**config.mk**
```make
export PLATFORM = sky130hd
export DESIGN_NAME = m_crc16_flat
export DESIGN_NICKNAME = d
export VERILOG_FILES = /design/src/rtl/m_crc16_if.sv /design/src/rtl/m_crc16.sv /design/src/flat_wrapper.sv
export SDC_FILE = /design/constraint.sdc
export NUM_CORES = 1
export LEC_CHECK = 0
export CAP_MARGIN = 5
export CORE_MARGIN = 2
export CORE_UTILIZATION = 40
export CTS_CLUSTER_SIZE = 8
export DETAILED_ROUTE_END_ITERATION = 10
export SLEW_MARGIN = 20
export SYNTH_ARGS = -nofsm -noshare
export SYNTH_HDL_FRONTEND = slang
export SYNTH_SLANG_ARGS = --single-unit
```
**constraint.sdc**
```tcl
create_clock -name clk -period 1.9 [get_ports clk]
set_clock_uncertainty 0.15 [all_clocks]
set_input_delay 0.38 -clock clk [delete_from_list [all_inputs] [get_ports clk]]
set_output_delay 0.38 -clock clk [all_outputs]
set_load 0.02 [all_outputs]
```
**src/rtl/m_crc16_if.sv**
```systemverilog
// Byte-strobe / checksum bundle for the m_crc16 SD data CRC engine.
// master drives the byte stream, slave (the CRC engine) returns CRC and Valid.
interface m_crc16_if;
  logic        Enable;
  logic        GetData;
  logic [7:0]  Data;
  logic        Valid;
  logic [15:0] CRC;

  modport master (
    output Enable,
    output GetData,
    output Data,
    input  Valid,
    input  CRC
  );

  modport slave (
    input  Enable,
    input  GetData,
    input  Data,
    output Valid,
    output CRC
  );
endinterface

```
**src/rtl/m_crc16.sv**
```systemverilog
// SD/MMC data CRC16 (x^16+x^12+x^5+1, init 0, MSB first) over DATA_STRING bytes.
// Define M_CRC16_BYTE_PARALLEL_EN to fold a whole byte per capture instead of 1 bit/clock.
module m_crc16 #(
  parameter int unsigned DATA_STRING = 512
) (
  input logic       clk,
  input logic       Reset,
  m_crc16_if.slave  bus
);

  localparam int unsigned CNT_W = $clog2(DATA_STRING + 1);
  localparam logic [CNT_W-1:0] LAST_BYTE = CNT_W'(DATA_STRING - 1);
  localparam logic [CNT_W-1:0] CNT_ONE   = CNT_W'(1);

  // ST_SHIFT is the busy window; ST_DONE is the Valid hold state.
  typedef enum logic [1:0] {
    ST_IDLE  = 2'd0,
    ST_SHIFT = 2'd1,
    ST_DONE  = 2'd2
  } state_t;

  state_t           state_q,    state_d;
  logic [15:0]      crc_q,      crc_d;
  logic [7:0]       sh_q,       sh_d;
  logic [2:0]       bit_cnt_q,  bit_cnt_d;
  logic [CNT_W-1:0] byte_cnt_q, byte_cnt_d;

  function automatic logic [15:0] crc_bit(input logic [15:0] c, input logic b);
    logic fb;
    fb = c[15] ^ b;
    return {c[14:0], 1'b0} ^ (fb ? 16'h1021 : 16'h0000);
  endfunction

`ifdef M_CRC16_BYTE_PARALLEL_EN
  function automatic logic [15:0] crc_byte(input logic [15:0] c, input logic [7:0] d);
    logic [15:0] r;
    r = c;
    for (int unsigned i = 0; i < 8; i++) begin
      r = crc_bit(r, d[3'(7 - i)]);
    end
    return r;
  endfunction
`endif

  always_comb begin
    state_d    = state_q;
    crc_d      = crc_q;
    sh_d       = sh_q;
    bit_cnt_d  = bit_cnt_q;
    byte_cnt_d = byte_cnt_q;

    if (!bus.Enable) begin
      state_d    = ST_IDLE;
      crc_d      = '0;
      sh_d       = '0;
      bit_cnt_d  = '0;
      byte_cnt_d = '0;
    end else begin
      unique case (state_q)
        ST_IDLE: begin
          if (bus.GetData) begin
`ifdef M_CRC16_BYTE_PARALLEL_EN
            crc_d      = crc_byte(crc_q, bus.Data);
            byte_cnt_d = byte_cnt_q + CNT_ONE;
            if (byte_cnt_q == LAST_BYTE) state_d = ST_DONE;
`else
            sh_d      = bus.Data;
            bit_cnt_d = '0;
            state_d   = ST_SHIFT;
`endif
          end
        end
        ST_SHIFT: begin
          crc_d     = crc_bit(crc_q, sh_q[7]);
          sh_d      = {sh_q[6:0], 1'b0};
          bit_cnt_d = bit_cnt_q + 3'd1;
          if (bit_cnt_q == 3'd7) begin
            byte_cnt_d = byte_cnt_q + CNT_ONE;
            state_d    = (byte_cnt_q == LAST_BYTE) ? ST_DONE : ST_IDLE;
          end
        end
        ST_DONE: ;
        default: state_d = ST_IDLE;
      endcase
    end
  end

  always_ff @(posedge clk) begin
    if (Reset) begin
      state_q    <= ST_IDLE;
      crc_q      <= '0;
      sh_q       <= '0;
      bit_cnt_q  <= '0;
      byte_cnt_q <= '0;
    end else begin
      state_q    <= state_d;
      crc_q      <= crc_d;
      sh_q       <= sh_d;
      bit_cnt_q  <= bit_cnt_d;
      byte_cnt_q <= byte_cnt_d;
    end
  end

  assign bus.CRC   = crc_q;
  assign bus.Valid = (state_q == ST_DONE);

endmodule

```
**src/flat_wrapper.sv**
```systemverilog
// flat-port wrapper written by rule: the top's interface ports become plain ports
module m_crc16_flat 
#(
  parameter int unsigned DATA_STRING = 512
)
  (clk, Reset, bus_Enable, bus_GetData, bus_Data, bus_Valid, bus_CRC);
  m_crc16_if bus_i ();
  input logic clk;
  input logic Reset;
  input wire logic [$bits(bus_i.Enable)-1:0] bus_Enable;
  input wire logic [$bits(bus_i.GetData)-1:0] bus_GetData;
  input wire logic [$bits(bus_i.Data)-1:0] bus_Data;
  output wire logic [$bits(bus_i.Valid)-1:0] bus_Valid;
  output wire logic [$bits(bus_i.CRC)-1:0] bus_CRC;
  assign bus_i.Enable = bus_Enable;
  assign bus_i.GetData = bus_GetData;
  assign bus_i.Data = bus_Data;
  assign bus_Valid = bus_i.Valid;
  assign bus_CRC = bus_i.CRC;
  m_crc16 #(.DATA_STRING(DATA_STRING)) u_core (.clk(clk), .Reset(Reset), .bus(bus_i));
endmodule
```
# After elaboration in Yosys (flattened, before gate mapping)
# Index checks and enable logic that the tools add are counted.
[op_classes]
add_sub_neg = 2
eq_ne = 6
mux = 9
bitwise = 4
reduce_logical = 6
[op_table]
columns = ["op", "count"]
rows = [
  ["8-bit one-hot mux with 2 select lines", 1],
  ["16-bit bitwise XOR", 1],
  ["13-bit two-way mux", 1],
  ["10-bit by 1-bit adder with 10-bit output (second input constant)", 1],
  ["10-bit by 9-bit == test with 1-bit output (second input constant)", 1],
  ["8-bit two-way mux", 1],
  ["2-bit two-way mux", 3],
  ["2-bit one-hot mux with 3 select lines", 1],
  ["3-bit one-hot mux with 2 select lines", 1],
  ["2-bit AND reduction", 2],
  ["3-bit by 1-bit adder with 3-bit output (second input constant)", 1],
  ["3-bit == test (second input constant)", 1],
  ["3-bit two-way mux", 1],
  ["3-bit AND reduction", 1],
  ["2-bit by 1-bit == test with 1-bit output (second input constant)", 1],
  ["2-bit == test (second input constant)", 1],
  ["2-bit zero test", 1],
  ["2-bit by 1-bit inequality test with 1-bit output (second input constant)", 1],
  ["2-bit inequality test (second input constant)", 1],
  ["1-bit NOT", 2],
  ["2-bit nonzero test", 1],
  ["2-bit OR reduction", 1],
  ["1-bit bitwise XOR", 1],
]
[totals]
reg_bits = 39
in_bits = 12
out_inout_bits = 17

# Longest topological paths before layout
[depth]
depth_word = 4
mapped_depth = 6

# Least setup slack after synthesis
# OpenSTA, ideal clock, no wires.
[synth_timing]
path_type = "register to register"
from = "reg u_core.bit_cnt_q[0]"
to = "reg u_core.byte_cnt_q[9]"
arrival_ns = 1.489
path_slack_ns = 0.189
path_stages_with_launch = 7
n_path_buf = 1
synth_period_minus_slack_ns = 1.711
path_cell_list = "dfxtp_1 ha_1 ha_1 nand4b_1 buf_2 nor4_1 mux2i_1"
[synth_via]
elab_chain_cells = 2
[synth_rtl]
columns = ["item", "line", "rtl"]
rows = [
  ["start, declared", "m_crc16.sv:25", "logic [2:0] bit_cnt_q, bit_cnt_d;"],
  ["start signal, assigned", "m_crc16.sv:99", "bit_cnt_q <= bit_cnt_d;"],
  ["3-bit == test", "m_crc16.sv:77", "if (bit_cnt_q == 3'd7) begin"],
  ["2-bit AND reduction (no line)", "n/a", ""],
  ["end signal, assigned", "m_crc16.sv:100", "byte_cnt_q <= byte_cnt_d;"],
  ["end, declared", "m_crc16.sv:26", "logic [CNT_W-1:0] byte_cnt_q, byte_cnt_d;"],
]
# Every way passes these cells.
# A chain may end at the register's enable or synchronous reset.

# Worst setup path after layout
[layout_timing]
from = "reg u_core.bit_cnt_q[0]"
to = "reg u_core.byte_cnt_q[7]"
# The elaborated chain is that of the path after synthesis.

==> flow_summary.toml <==
[worst_setup_path]
cp-end-kind = "flip-flop"
critPathLaunchType = "flip-flop"
cp_max_fo = 12
cp.required_ns = 1.97
crit_arrival_ns = 1.90
path_class = "flip-flop to flip-flop"

[route]
drcViolationCount = 0
via_per_inst = 5.24
avgRoutedWirePerCell_um = 13.2
ant_nets = 0
drt_iter0_drc = 54
wirelength_mm = 3.69
dr.pass1.iters = 4
via_count = 1463

[final_layout]
layout.nets = 243
antenna_cells = 0
finalInstanceArea_mm2 = 0.00217
drive_above_1_share_pct = 10.0
stdcell_count = 279
area_growth_pct = 29.7

[floorplanning]
die_h_um = 68.7
num_rows = 23
io-pin-count = 29
core_mm2 = 0.00400
dieArea_mm2 = 0.00472
die_x_um = 68.7
initial_core_util_pct = 41.9

[timing]
fmax_mhz = 546
finalMaxSlewViolations = 0
fin_ws_ns = 0.0687
finalSetupViolations = 0
tightest_slew_ns = 0.379
fin_crit_sh_pct = 96.4
finalHoldViolCount = 0
max-slew-margin-rel_pct = 74.5
finalCriticalPeriod_ns = 1.83

[clock_network]
cts-htree-levels = 2
cts_tree = "built"
clockRootBuffer = "clkbuf_8"
clk_pin_slew_ns = 0.08
numCtsBuffers = 5
cts_buffer_depth = 2
clock_latency_ns = 0.29
cts.sinks = 39

[yosys]
synth_flop_cell = "dfxtp_1"
ys_seq_elements = 39
synth_edf_count = 0
synth-seq-area-share_pct = 46.6
syn_area_per_cell_um2 = 8.54
yosys.area.top_type = "dfxtp_1"
ys_top_cells_by_area = "dfxtp_1 47%, a21oi_1 8.1%, nand2_1 8.1%"
synth-async-reset-ratio_pct = 0
ys_warn_count = 0
netlist-cell-type-count = 34
synthCells = 196
synthTopCellsByCount = "39 x dfxtp_1, 36 x nand2_1, 27 x a21oi_1"
syn_area_mm2 = 0.00167
synth_nets = 211
synth_most_common_cell = "dfxtp_1"
yosysTopAreaCellShare_pct = 46.6

[global_route]
grt_max_degree = 29
grt_pass1_vias = 1299
track_usage_pct = 17.0
gr-total-overflow = 0
antenna_found_initial = 0
grt_pass1_wl_mm = 5.96

[placed_design]
post-place-ws_ns = -0.0479
dp_hpwl_mm = 2.54
placed_area_mm2 = 0.00207
dpl.cell_count = 270
place_congestion = 0.678
io_buffers = 28

[run]
cap_violations = 0

[run_status]
status = "completed"

[power]
powerDensity_mw_per_mm2 = 691
ir_drop_mv = 0.363
leakage_uw = 0.000722

[hold_path]
holdCritPathClass = "flip-flop to flip-flop"
-- sequential cells by signal, indices dropped and copies added (netlist names) --
signal	cells
u_core.sh_q	8
u_core.bus.CRC	16
u_core.state_q	2
u_core.byte_cnt_q	10
u_core.bit_cnt_q	3
-- final timing paths --
kind / from / endpoint / slack [ns] / depth (start not counted)
hold reg to reg: u_core.sh_q[0] / u_core.sh_q[0] / 0.32 / 2
setup / recovery: u_core.bit_cnt_q[0] / u_core.byte_cnt_q[7] / 0.07 / 6
hold / removal: u_core.sh_q[0] / u_core.sh_q[0] / 0.32 / 2
setup reg to reg: u_core.bit_cnt_q[0] / u_core.byte_cnt_q[7] / 0.07 / 6
-- power by group --
part,internal (uW),switching [uW],leakage [uW]
clock network,256,288,0.0000412
registers,828,6.97,0.000316
logic,62.3,59.3,0.000364
total,1150,354,0.000722
-- placed cells by master (no fill, tap or decap), types with 2 or more instances in the layout --
cell and n:
dfxtp_1 37, nand2_1 36, clkdlybuf4s50_1 27, a21oi_1 26, nor2_1 12, nor2b_1 9
o221a_1 7, buf_4 7, nand2b_1 5, clkbuf_8 5, or3_1 4, nand3_1 4
inv_1 4, or4_1 4, mux2i_1 3, o31ai_1 3, ha_1 3, buf_12 3
nand3b_1 2, a31oi_1 2, a22oi_1 2, a211oi_1 2, nor4_1 2, dfxtp_2 2
-- worst max-delay path: stages, from the launching register on --
cell	delay [ns]
dfxtp_2	0.34
ha_1	0.15
ha_1	0.17
nand4b_1	0.12
buf_6	0.16
or4_1	0.52
a21oi_2	0.15
-- metrics by stage --
stage	power [uW]	TNS, ns	hold WS [ns]	utilization [%]
2_1_floorplan	920	0	0.282	-
3_3_place_gp	972	0	0.297	51.7
3_5_place_dp	976	-0.0479	0.311	51.7
4_1_cts	1520	0	0.323	53.8
5_1_grt	1570	-0.000354	0.342	54.3
6_report	1500	0	0.320	54.3
-- logic make-up after synthesis --
kind of cell | Yosys count | synth area share (%)
adder cells (fa/ha/maj) | 3 | 2.24
XOR/XNOR | 2 | 1.05
AND/OR/NAND/NOR | 81 | 23.5
buffers and inverters | 18 | 4.48
flip-flops | 39 | 46.6
AO/OA/AOI/OAI | 50 | 20.3
multiplexers | 3 | 1.79
-- final cells by class --
type,count,area (um^2)
clock buffers,6,72.6
clock inverters,2,12.5
fillers,391,1830
inverters,4,15.0
multi-input cells,139,822
flip-flops and latches,39,783
well taps,50,62.6
repair buffers,39,403
-- layer usage --
metal  GRT usage, %  up-vias  wire length (um)
met3           5.36        2               105
met5              0        -                 0
met1           22.2      692              1760
met4           5.15        0                10
met2           27.0       19              1810
li1               -      750                 -
-- timing repair --
action / CTS / global route
resized for setup: 1 / 4
hold buffers: 0 / 0
setup buffers: 0 / 1
endpoints found under the setup margin: 1 / 3
hold endpoints to repair: 0 / 0
gates cloned: 0 / 0
No activity file was read; power rests on OpenSTA's default activity.
